`config.mk`:
```
export PLATFORM = sky130hd
export DESIGN_NAME = i1_phase_sequencer_flat
export DESIGN_NICKNAME = d
export VERILOG_FILES = /design/src/rtl/i1_phase_sequencer_if.sv /design/src/rtl/i1_phase_sequencer.sv /design/src/flat_wrapper.sv
export SDC_FILE = /design/constraint.sdc
export NUM_CORES = 1
export LEC_CHECK = 0
export BUFFER_PORTS_ARGS = -buffer_cell sky130_fd_sc_hd__buf_2
export CORE_UTILIZATION = 50
export DETAILED_ROUTE_END_ITERATION = 6
export GPL_ROUTABILITY_DRIVEN = 1
export HOLD_SLACK_MARGIN = 0.02
export PLACE_DENSITY = 0.89
export SLEW_MARGIN = 10
export SYNTH_ARGS = -nofsm -noshare
export SYNTH_HDL_FRONTEND = slang
export SYNTH_SLANG_ARGS = --single-unit
```
`constraint.sdc`:
```
create_clock -name clk -period 2.1 [get_ports clk]
set_input_delay 0.21 -clock clk [delete_from_list [all_inputs] [get_ports clk]]
set_output_delay 0.21 -clock clk [all_outputs]
set_load 0.03 [all_outputs]
```
`src/rtl/i1_phase_sequencer_if.sv`:
```
// Command channel of the i1 phase sequencer: one command is accepted per valid/ready handshake.
interface i1_phase_sequencer_if #(
    parameter int DWELL_W = 4
) ();
    logic               cmd_valid;
    logic               cmd_ready;
    logic [6:0]         cmd_v7;
    logic [1:0]         cmd_sel;
    logic               cmd_en;
    logic [DWELL_W-1:0] cmd_hold;

    modport master (
        output cmd_valid, cmd_v7, cmd_sel, cmd_en, cmd_hold,
        input  cmd_ready
    );

    modport slave (
        input  cmd_valid, cmd_v7, cmd_sel, cmd_en, cmd_hold,
        output cmd_ready
    );
endinterface

```
`src/rtl/i1_phase_sequencer.sv`:
```
// Front end of the i1 decode stage: latches one command, then walks the one-hot
// V22 phase vector with a programmable dwell per phase, holding all i1 inputs stable.
module i1_phase_sequencer #(
    parameter int DWELL_W = 4,
    parameter int NPHASE  = 4
) (
    input  logic                 clk,
    input  logic                 rst_n,
    i1_phase_sequencer_if.slave  cmd,
    input  logic                 abort,
    output logic [6:0]           v7_out,
    output logic                 v8_out,
    output logic                 v9_out,
    output logic                 v29_out,
    output logic [NPHASE-1:0]    v22_out,
    output logic                 busy,
    output logic                 done
);
    localparam int PH_W = $clog2(NPHASE);
    localparam logic [PH_W-1:0] LAST_PHASE = PH_W'(NPHASE - 1);

    typedef enum logic [1:0] {
        S_IDLE,
        S_RUN,
        S_DONE
    } state_t;

    state_t             state_q, state_d;
    logic [PH_W-1:0]    phase_q;
    logic [DWELL_W-1:0] dwell_q;
    logic [DWELL_W-1:0] hold_q;
    logic               en_q;
    logic               accept;
    logic               step;

    // NOTE: every signal written here gets a default first, so no path leaves it
    // unassigned and no latch is inferred.
    always_comb begin
        state_d = state_q;
        accept  = 1'b0;
        step    = 1'b0;
        unique case (state_q)
            S_IDLE: begin
                if (cmd.cmd_valid) begin
                    accept  = 1'b1;
                    state_d = S_RUN;
                end
            end
            S_RUN: begin
                if (abort) begin
                    state_d = S_IDLE;
                end else if (dwell_q == '0) begin
                    if (phase_q == LAST_PHASE) state_d = S_DONE;
                    else                       step    = 1'b1;
                end
            end
            S_DONE:  state_d = S_IDLE;
            default: state_d = S_IDLE;
        endcase
    end

    // NOTE: sequential state uses non-blocking assignments so every register
    // samples pre-edge values, independent of statement order.
    always_ff @(posedge clk or negedge rst_n) begin
        if (!rst_n) state_q <= S_IDLE;
        else        state_q <= state_d;
    end

    always_ff @(posedge clk or negedge rst_n) begin
        if (!rst_n) begin
            phase_q <= '0;
            dwell_q <= '0;
            hold_q  <= '0;
            en_q    <= 1'b0;
            v7_out  <= '0;
            v8_out  <= 1'b0;
            v9_out  <= 1'b0;
        end else if (accept) begin
            phase_q <= '0;
            dwell_q <= cmd.cmd_hold;
            hold_q  <= cmd.cmd_hold;
            en_q    <= cmd.cmd_en;
            v7_out  <= cmd.cmd_v7;
            v8_out  <= cmd.cmd_sel[0];
            v9_out  <= cmd.cmd_sel[1];
        end else if (state_q == S_RUN && !abort) begin
            if (dwell_q != '0) begin
                dwell_q <= dwell_q - DWELL_W'(1);
            end else if (step) begin
                phase_q <= phase_q + PH_W'(1);
                dwell_q <= hold_q;
            end
        end
    end

    // Status outputs decode straight from state, so an async reset clears them at once.
    always_comb begin
        v22_out = '0;
        if (state_q == S_RUN) v22_out[phase_q] = 1'b1;
    end

    assign cmd.cmd_ready = (state_q == S_IDLE);
    assign busy          = (state_q == S_RUN) || (state_q == S_DONE);
    assign done          = (state_q == S_DONE);
    assign v29_out       = (state_q == S_RUN) && en_q;
endmodule

```
`src/flat_wrapper.sv`:
```
// flat-port wrapper written by rule: the top's interface ports become plain ports
module i1_phase_sequencer_flat 
#(
    parameter int DWELL_W = 4,
    parameter int NPHASE  = 4
)
  (clk, rst_n, abort, v7_out, v8_out, v9_out, v29_out, v22_out, busy, done, cmd_cmd_valid, cmd_cmd_v7, cmd_cmd_sel, cmd_cmd_en, cmd_cmd_hold, cmd_cmd_ready);
  i1_phase_sequencer_if #(.DWELL_W(DWELL_W)) cmd_i ();
  input  logic clk;
  input  logic rst_n;
  input  logic abort;
  output logic [6:0] v7_out;
  output logic v8_out;
  output logic v9_out;
  output logic v29_out;
  output logic [NPHASE-1:0] v22_out;
  output logic busy;
  output logic done;
  input wire logic [$bits(cmd_i.cmd_valid)-1:0] cmd_cmd_valid;
  input wire logic [$bits(cmd_i.cmd_v7)-1:0] cmd_cmd_v7;
  input wire logic [$bits(cmd_i.cmd_sel)-1:0] cmd_cmd_sel;
  input wire logic [$bits(cmd_i.cmd_en)-1:0] cmd_cmd_en;
  input wire logic [$bits(cmd_i.cmd_hold)-1:0] cmd_cmd_hold;
  output wire logic [$bits(cmd_i.cmd_ready)-1:0] cmd_cmd_ready;
  assign cmd_i.cmd_valid = cmd_cmd_valid;
  assign cmd_i.cmd_v7 = cmd_cmd_v7;
  assign cmd_i.cmd_sel = cmd_cmd_sel;
  assign cmd_i.cmd_en = cmd_cmd_en;
  assign cmd_i.cmd_hold = cmd_cmd_hold;
  assign cmd_cmd_ready = cmd_i.cmd_ready;
  i1_phase_sequencer #(.DWELL_W(DWELL_W), .NPHASE(NPHASE)) u_core (.clk(clk), .rst_n(rst_n), .cmd(cmd_i), .abort(abort), .v7_out(v7_out), .v8_out(v8_out), .v9_out(v9_out), .v29_out(v29_out), .v22_out(v22_out), .busy(busy), .done(done));
endmodule
```
==> impl_metrics.toml, run 1 <==
[outcome]
outcome = "finished with violations"
failed_checks = "design-rule violations"

[timing]
finalHoldViolations = 0
clock_skew_ps = 7.86
period_share_pct = 80.4
period_needed_ps = 1690
tns_ps = 0
maxSlewViolCount = 0
relSlewSlack_pct = 64.7
fmax_mhz = 593
worstMarginPinSlew_ps = 528
fin_hold_ws_ps = 85.5
setup_viol = 0
rsz0062_at_grt = "false"

[clock_tree]
htree_num_levels = 1
cts_inserted_buffers = 3
cts.sink_count = 22
cts_resized = 0
clockBufferDepth = 2
ctsRootBufferMaster = "clkbuf_4"
path_clk_slew_ps = 120
clock_latency_ps = 300
post_cts.repair.setup_buffers = 0
cts_tree = "built"
postCtsHoldBufs = 1

[worst_setup_path]
cp-start-kind = "flop"
cp_top_family = "flip-flops"
path_max_fanout = 6
path_cells = "inv_1 > ha_1 > nor3b_4 > a21o_4 > nand2_2 > mux2_4"
crit_buf_inv = 1
critPathSlowestCell = "dfrtp_1"
end_kind = "flop"
worstPathRequired_ps = 2300
path_class = "flop to flop"
cp_slowest_stage_delay_ps = 430
crit_arrival_ps = 1890

[grt]
grt_first_pass_wirelength_um = 4050
antenna_found_initial = 0
grt-ovfl-total = 0
grt_pass1_vias = 956
grt_max_degree = 23
grt_use_total_pct = 21.5

[power_and_ir_drop]
pwr-share-clk_pct = 14.6
p_leak_nw = 0.790
power_density_nw_per_um2 = 1530
p_comb_share_pct = 50.5
intPower_w = 0.00120
irDropWorstVdd_mv = 0.989
p_sw_share_pct = 44.7
p_sw_w = 0.000970
finalPower_w = 0.00217
share_seq_of_total_power_pct = 34.8

[synth]
async_flop_share_pct = 100
yosysSeqAreaShare_pct = 47.5
synth_nets = 154
synth_area_leaders = "dfrtp_1, nand2_1, ha_1, and2_1, inv_1"
synth_common_cells = "nand2_1, dfrtp_1, ha_1, inv_1"
syn_inst = 127
yosysWarnings = 0
avgSynthCellArea_um2 = 9.13
ys_seq_elements = 22
ys.flop_type = "dfrtp_1"
yosysTopAreaCell = "dfrtp_1"
ys_types = 30
synth_area_um2 = 1160
synth_most_common_cell = "nand2_1"
synth_top_area_share_pct = 47.5
synth_edf_count = 0

[drt]
via_count = 970
finalWirelength_um = 2350
drt_iter0_drc = 16
ant_nets = 0
via_per_inst = 5.05
dr.pass1.iters = 6
drcViolationCount = 2
routedWlPerCell_um = 12.2

[cells_and_area]
fill_cells = 186
finalNetCount = 192
antenna_cells_inserted = 0
postLayoutCellArea_um2 = 1420
final_util_pct = 64.9
area_growth_pct = 22.5
drive_gt1_share_pct = 28.0

[die]
die_w_um = 50.2
die_h_um = 50.2
die_area_um2 = 2520
initial_utilization_pct = 52.9
core-area_um2 = 2190
row_count = 17
pin_count = 35

[place]
port_buffers = 34
placed_cell_area_um2 = 1360
dpl.hpwl_um = 1780
gp_congestion = 0.921

[flow_run]
drv_cap = 0

[hold_path]
holdCritPathClass = "primary input to flop"
[final timing paths]
path	startpoint	endpoint	slack, ps	cells past startpoint
setup / recovery	u_core.dwell_q[0]$_DFFE_PN0P_	u_core.state_q[0]$_DFFE_PN0P_	410	6
hold / removal	cmd_cmd_v7[6]	u_core.v7_out[6]$_DFFE_PN0P_	90	3
setup reg to reg	u_core.dwell_q[0]$_DFFE_PN0P_	u_core.state_q[0]$_DFFE_PN0P_	410	6
hold reg to reg	u_core.v8_out$_DFFE_PN0P_	u_core.v8_out$_DFFE_PN0P_	490	2
max in group asynchronous	rst_n	u_core.hold_q[0]$_DFFE_PN0P_	1390	2
min in group asynchronous	rst_n	u_core.state_q[0]$_DFFE_PN0P_	370	2
[flip-flops by register name, indices dropped and copies added (netlist names)]
name,count
u_core.hold_q,4
u_core.phase_q,2
u_core.dwell_q,4
u_core.v9_out,1
u_core.en_q,1
u_core.v8_out,1
u_core.state_q,2
u_core.v7_out,7
[through the flow]
step | setup slack (ps) | std cells
6_report | 412 | 192
3_5_place_dp | 431 | 187
5_1_grt | 291 | 192
3_3_place_gp | 485 | 187
2_1_floorplan | 436 | 127
4_1_cts | 410 | 192
[power by group through the flow]
stage | registers [W] | clock network, W | logic (W)
2_1_floorplan | 0.000899 | 0 | 0.000676
3_3_place_gp | 0.000748 | 0 | 0.00106
3_5_place_dp | 0.000763 | 0 | 0.00110
4_1_cts | 0.000755 | 0.000325 | 0.00111
5_1_grt | 0.000782 | 0.000345 | 0.00121
6_report | 0.000755 | 0.000318 | 0.00110
[cells in the final DEF, fill, tap and decap left out, drive strengths merged, types with 2 or more instances in the layout]
cell type,synthesis,final
ha,9,9
a21o,2,2
nand3,2,2
inv,8,8
o21ai,2,2
dfrtp,22,22
clkbuf,1,3
nor2,6,6
nand2b,2,2
and2,6,6
nand2,45,45
a21oi,6,6
buf,2,35
[final cells by class]
| class | instances | area, µm² | area share [%] |
|---|---|---|---|
| clock inverters | 1 | 30.0 | 2.11 |
| well taps | 28 | 35.0 | 2.46 |
| repair buffers | 36 | 188 | 13.2 |
| inverters | 8 | 30.0 | 2.11 |
| clock buffers | 3 | 22.5 | 1.58 |
| multi-input cells | 94 | 566 | 39.8 |
| flip-flops and latches | 22 | 551 | 38.7 |
[worst reg2reg max path: stages (launching register included)]
cell,delay [ps]
dfrtp_1,430
inv_1,90
ha_1,210
nor3b_4,320
a21o_4,190
nand2_2,60
mux2_4,290
[cell families (layout without fill, tap and decap cells)]
logic type | after synthesis | after routing | share of synthesized area [%]
simple gates | 65 | 65 | 25.5
flops | 22 | 22 | 47.5
compound gates | 17 | 17 | 10.7
buf+inv | 11 | 48 | 3.78
fa+ha+maj | 9 | 9 | 9.71
mux | 2 | 2 | 2.16
xor+xnor | 1 | 1 | 0.755
[per-layer routing]
metal  up-vias  routed length (µm)  global-route usage [%]
li1        482                   -                       -
met1       460                1020                    26.1
met2        26                1230                    38.0
met3         2                  89                    4.55
met4         0                   9                    5.71
met5         -                   0                       0
(Power assumes the default switching activity.)
==> run 2: changes to the inputs <==
Settings changed: CORE_UTILIZATION 50 to 45, PLACE_DENSITY 0.89 to 0.85.
Clock period 2.1 ns to 1.5 ns, I/O delays scaled along.
==> impl_metrics.toml, run 2 (same netlist as run 1, synthesis figures left out) <==
[die]
die_area_um2 = 2780
die_h_um = 52.8
core-area_um2 = 2450
die_w_um = 52.8
pin_count = 35
initial_utilization_pct = 47.2
row_count = 18

[drt]
via_count = 1100
routedWlPerCell_um = 13.8
drcViolationCount = 0
via_per_inst = 5.14
drt_iter0_drc = 29
ant_nets = 0
dr.pass1.iters = 4
finalWirelength_um = 2950

[place]
dp.cells = 199
placed_cell_area_um2 = 1450
gp_congestion = 0.926
dpl.hpwl_um = 1890
dp_slack_ps = -40.2
port_buffers = 34

[timing]
period_needed_ps = 1520
period_share_pct = 101
maxSlewViolCount = 0
timing.final.ws_setup_ps = -18.8
fmax_mhz = 658
rsz0062_at_grt = "true"
setup_viol = 2
tns_ps = -37.5
clock_skew_ps = 7.17
relSlewSlack_pct = 66.6
finalHoldViolations = 0
worstMarginPinSlew_ps = 502

[cells_and_area]
drive_gt1_share_pct = 41.3
finalNetCount = 212
largest_reg_flops = 7
layout_commonest_cell = "nand2_1"
top_register = "u_core.v7_out"
antenna_cells_inserted = 0
multiInputGateArea_um2 = 639
postLayoutCellArea_um2 = 1690
reg_top3 = "u_core.v7_out (7), u_core.dwell_q (4), u_core.hold_q (4)"
fill_cells = 179
area_growth_pct = 45.5
ff_latch_area_um2 = 551
instances_no_fill = 214
layout_common_cells = "nand2_1, buf_2, dfrtp_1"

[grt]
grt_first_pass_wirelength_um = 4620
grt-ovfl-total = 0
grt_use_total_pct = 23.5
antenna_found_initial = 0
grt_max_degree = 23
grt_pass1_vias = 1084

[worst_setup_path]
end_kind = "flop"
crit_arrival_ps = 1730
worstPathRequired_ps = 1710
path_max_fanout = 4
cp-start-kind = "flop"
path_class = "flop to flop"

[clock_tree]
cts_tree = "built"
htree_num_levels = 1
cts.sink_count = 22
ctsRootBufferMaster = "clkbuf_4"
cts_inserted_buffers = 3
path_clk_slew_ps = 130
clockBufferDepth = 2
clock_latency_ps = 310

[power_and_ir_drop]
p_leak_nw = 0.892
finalPower_w = 0.00348
p_sw_share_pct = 44.9
pwr-share-clk_pct = 9.8
share_seq_of_total_power_pct = 30.5
irDropWorstVdd_mv = 1.57
power_density_nw_per_um2 = 2060
intPower_w = 0.00192
p_sw_w = 0.00156
p_comb_share_pct = 59.7

[hold_path]
holdCritPathClass = "primary input to flop"

[outcome]
outcome = "finished with violations"
failed_checks = "negative setup slack"

[flow_run]
drv_cap = 0
==> run 2: changes by cell type in the layout (fill, tap and decap cells not counted), moves of 2 or more <==
cell / change
and2_1: -4
and2_4: +3
inv_1: -5
nand2b_4: +2
buf_4: +13
inv_2: +5
ha_4: +3
ha_1: -5
buf_6: +7
nand2b_1: -2
ha_2: +2
buf_2: -6
dlygate4sd3_1: +6
==> run 2: cell type report <==
class | count | area share (%)
multi-input combinational | 94 | 37.9
sequential | 22 | 32.6
timing repair buffer | 56 | 23.4
tap | 30 | 2.22
clock buffer | 4 | 2.15
inverter | 8 | 1.78
==> run 2: power groups by stage <==
stage	sequential [W]	clock [W]	combinational, W
3_5_place_dp	0.00105	0	0.00176
6_report	0.00106	0.000341	0.00207
3_3_place_gp	0.00104	0	0.00168
2_1_floorplan	0.00126	0	0.00101
5_1_grt	0.00109	0.000353	0.00227
4_1_cts	0.00105	0.000341	0.00198
==> run 2: per-stage QoR <==
| step | utilization (%) | hold WS (ps) |
|---|---|---|
| after floorplan | - | -146 |
| after global placement | 59.1 | 131 |
| after detailed placement | 59.1 | 144 |
| after CTS | 67.5 | 20.5 |
| after global routing | 68.8 | 30.8 |
| final | 68.8 | 23.2 |
==> run 2: worst paths after layout <==
check	from	endpoint	slack (ps)	cells past startpoint
worst max-delay path	u_core.dwell_q[1]$_DFFE_PN0P_	u_core.state_q[0]$_DFFE_PN0P_	-20	6
worst min-delay path	cmd_cmd_v7[1]	u_core.v7_out[1]$_DFFE_PN0P_	20	3
worst max register to register	u_core.dwell_q[1]$_DFFE_PN0P_	u_core.state_q[0]$_DFFE_PN0P_	-20	6
worst min register to register	u_core.en_q$_DFFE_PN0P_	u_core.en_q$_DFFE_PN0P_	490	2
max in group asynchronous	rst_n	u_core.state_q[1]$_DFFE_PN0P_	850	2
min in group asynchronous	rst_n	u_core.hold_q[2]$_DFFE_PN0P_	310	2
==> run 2: metal layers <==
layer | wire length [µm] | vias up | GRT usage [%]
met2 | 1490 | 33 | 39.9
li1 | - | 522 | -
met4 | 100 | 0 | 13.6
met5 | 0 | - | 0
met1 | 1250 | 535 | 28.3
met3 | 104 | 10 | 2.90
==> run 2: what timing repair did <==
| item | 4_1_cts | 5_1_grt |
|---|---|---|
| gates resized for setup | 25 | 7 |
| hold endpoints to repair | 28 | 0 |
| pin swaps | 3 | 5 |
| hold buffers | 7 | 0 |
| setup endpoints to repair | 10 | 9 |
| setup buffers | 4 | 1 |
==> run 2: critical path, stage by stage (launching register included) <==
cell	delay, ps
dfrtp_1	420
inv_2	90
ha_4	140
nor3b_4	230
a21o_4	190
nand2_4	50
mux2_4	280
==> run 3: changes to the inputs <==
Settings changed: CORE_UTILIZATION 45 to 50, PLACE_DENSITY 0.85 to 0.89.
Clock period 1.5 ns to 1.55 ns, I/O delays scaled along.
==> impl_metrics.toml, run 3 (same netlist as run 1, synthesis figures left out) <==
[drt]
finalWirelength_um = 2730
via_count = 1042
via_per_inst = 5.13
routedWlPerCell_um = 13.5
ant_nets = 0
drt_iter0_drc = 11
drcViolationCount = 0
dr.pass1.iters = 5

[flow_run]
drv_cap = 0

[timing]
setup_viol = 0
finalHoldViolations = 0
relSlewSlack_pct = 65.8
period_share_pct = 98.4
timing.final.ws_setup_ps = 25.2
period_needed_ps = 1520
fmax_mhz = 656
clock_skew_ps = 5.27
worstMarginPinSlew_ps = 513
rsz0062_at_grt = "true"
maxSlewViolCount = 0

[clock_tree]
ctsRootBufferMaster = "clkbuf_4"
htree_num_levels = 1
path_clk_slew_ps = 120
clockBufferDepth = 2
cts_tree = "built"
cts.sink_count = 22
clock_latency_ps = 300
cts_inserted_buffers = 3

[grt]
met1_usage_pct = 26.8
grt_use_total_pct = 22.7
antenna_found_initial = 0
grtUsageMet3_pct = 3.64
grt-ovfl-total = 0
grt_max_degree = 23
grt-busiest-layer = "met2"
met2_usage_pct = 43.6
grt_pass1_vias = 1086
grt_first_pass_wirelength_um = 4440

[die]
pin_count = 35
core-area_um2 = 2190
initial_utilization_pct = 52.9
die_w_um = 50.2
row_count = 17
die_area_um2 = 2520
die_h_um = 50.2

[worst_setup_path]
path_max_fanout = 4
crit_buf_inv = 1
path_class = "flop to flop"
worstPathRequired_ps = 1760
critPathSlowestCell = "dfrtp_1"
cp-start-kind = "flop"
cp_top_family = "flip-flops"
cp_slowest_stage_delay_ps = 410
path_cells = "inv_2 > ha_4 > nor3b_4 > a21o_4 > nand2_4 > mux2_4"
end_kind = "flop"
crit_arrival_ps = 1730

[place]
placed_cell_area_um2 = 1440
port_buffers = 34
gp_congestion = 0.855
dp_slack_ps = -12.0
dpl.hpwl_um = 1990

[cells_and_area]
antenna_cells_inserted = 0
layout_commonest_cell = "nand2_1"
drive_gt1_share_pct = 37.7
final_util_pct = 71.6
area_growth_pct = 35.2
postLayoutCellArea_um2 = 1570
layout_common_cells = "nand2_1, buf_2, dfrtp_1"
largest_reg_flops = 7
finalNetCount = 203
reg_top3 = "u_core.v7_out (7), u_core.dwell_q (4), u_core.hold_q (4)"
top_register = "u_core.v7_out"

[outcome]
outcome = "complete, no violations"

[power_and_ir_drop]
power_density_nw_per_um2 = 2050
irDropWorstVdd_mv = 1.34
p_leak_nw = 0.842
finalPower_w = 0.00321

[hold_path]
holdCritPathClass = "primary input to flop"
## run 3: layout make-up
class,instances,area (µm²)
Multi-Input combinational cell,94,613
Clock buffer,4,36.3
Inverter,8,30.0
Tap cell,28,35.0
Timing Repair Buffer,47,302
Sequential cell,22,552
Fill cell,163,623
## run 3: power by group
group / switching, W / leakage, nW / total, W / internal (W)
Combinational: 0.00108 / 0.549 / 0.00186 / 0.000787
Clock: 0.000174 / 0.0210 / 0.000318 / 0.000143
Sequential: 0.000191 / 0.272 / 0.00103 / 0.000835
## run 3: repair_timing
action                                  CTS  global route
gates resized for setup                   7            16
setup buffers                             1             2
hold endpoints to repair                 22             0
endpoints found under the setup margin    8            11
hold buffers                              1             0
pin swaps                                 0             2
## run 3: metal layers
layer / share of wire, % / wire length, µm
met1: 44 / 1190
met2: 52 / 1410
met5: 0 / 0
met4: 0 / 0
met3: 4.8 / 132
## run 3: per-stage QoR
| stage | hold WS (ps) | setup TNS [ps] | cells |
|---|---|---|---|
| after global placement | 137 | 0 | 196 |
| final | 29.4 | 0 | 203 |
| after CTS | 28.3 | -71.1 | 202 |
| after floorplan | -141 | 0 | 127 |
| after detailed placement | 157 | -12.0 | 196 |
| after global routing | 34.3 | -84.6 | 203 |
## run 3: worst reg2reg max path: cells and delay by family, from the launching register on
family / cells / cell delay (ps)
DFF: 1 / 410
and+or+nand+nor: 2 / 290
muxes: 1 / 290
AOI/OAI and AO/OA: 1 / 190
adders and majority gates: 1 / 140
buffers and inverters: 1 / 90
## run 3: final timing paths
check | from | end | slack [ps] | cells past startpoint
worst max-delay path | u_core.dwell_q[0]$_DFFE_PN0P_ | u_core.state_q[0]$_DFFE_PN0P_ | 30 | 6
worst min-delay path | cmd_cmd_en | u_core.en_q$_DFFE_PN0P_ | 30 | 3
worst max register to register | u_core.dwell_q[0]$_DFFE_PN0P_ | u_core.state_q[0]$_DFFE_PN0P_ | 30 | 6
worst min register to register | u_core.v7_out[0]$_DFFE_PN0P_ | u_core.v7_out[0]$_DFFE_PN0P_ | 490 | 2
max in group asynchronous | rst_n | u_core.state_q[0]$_DFFE_PN0P_ | 850 | 2
min in group asynchronous | rst_n | u_core.state_q[1]$_DFFE_PN0P_ | 330 | 2
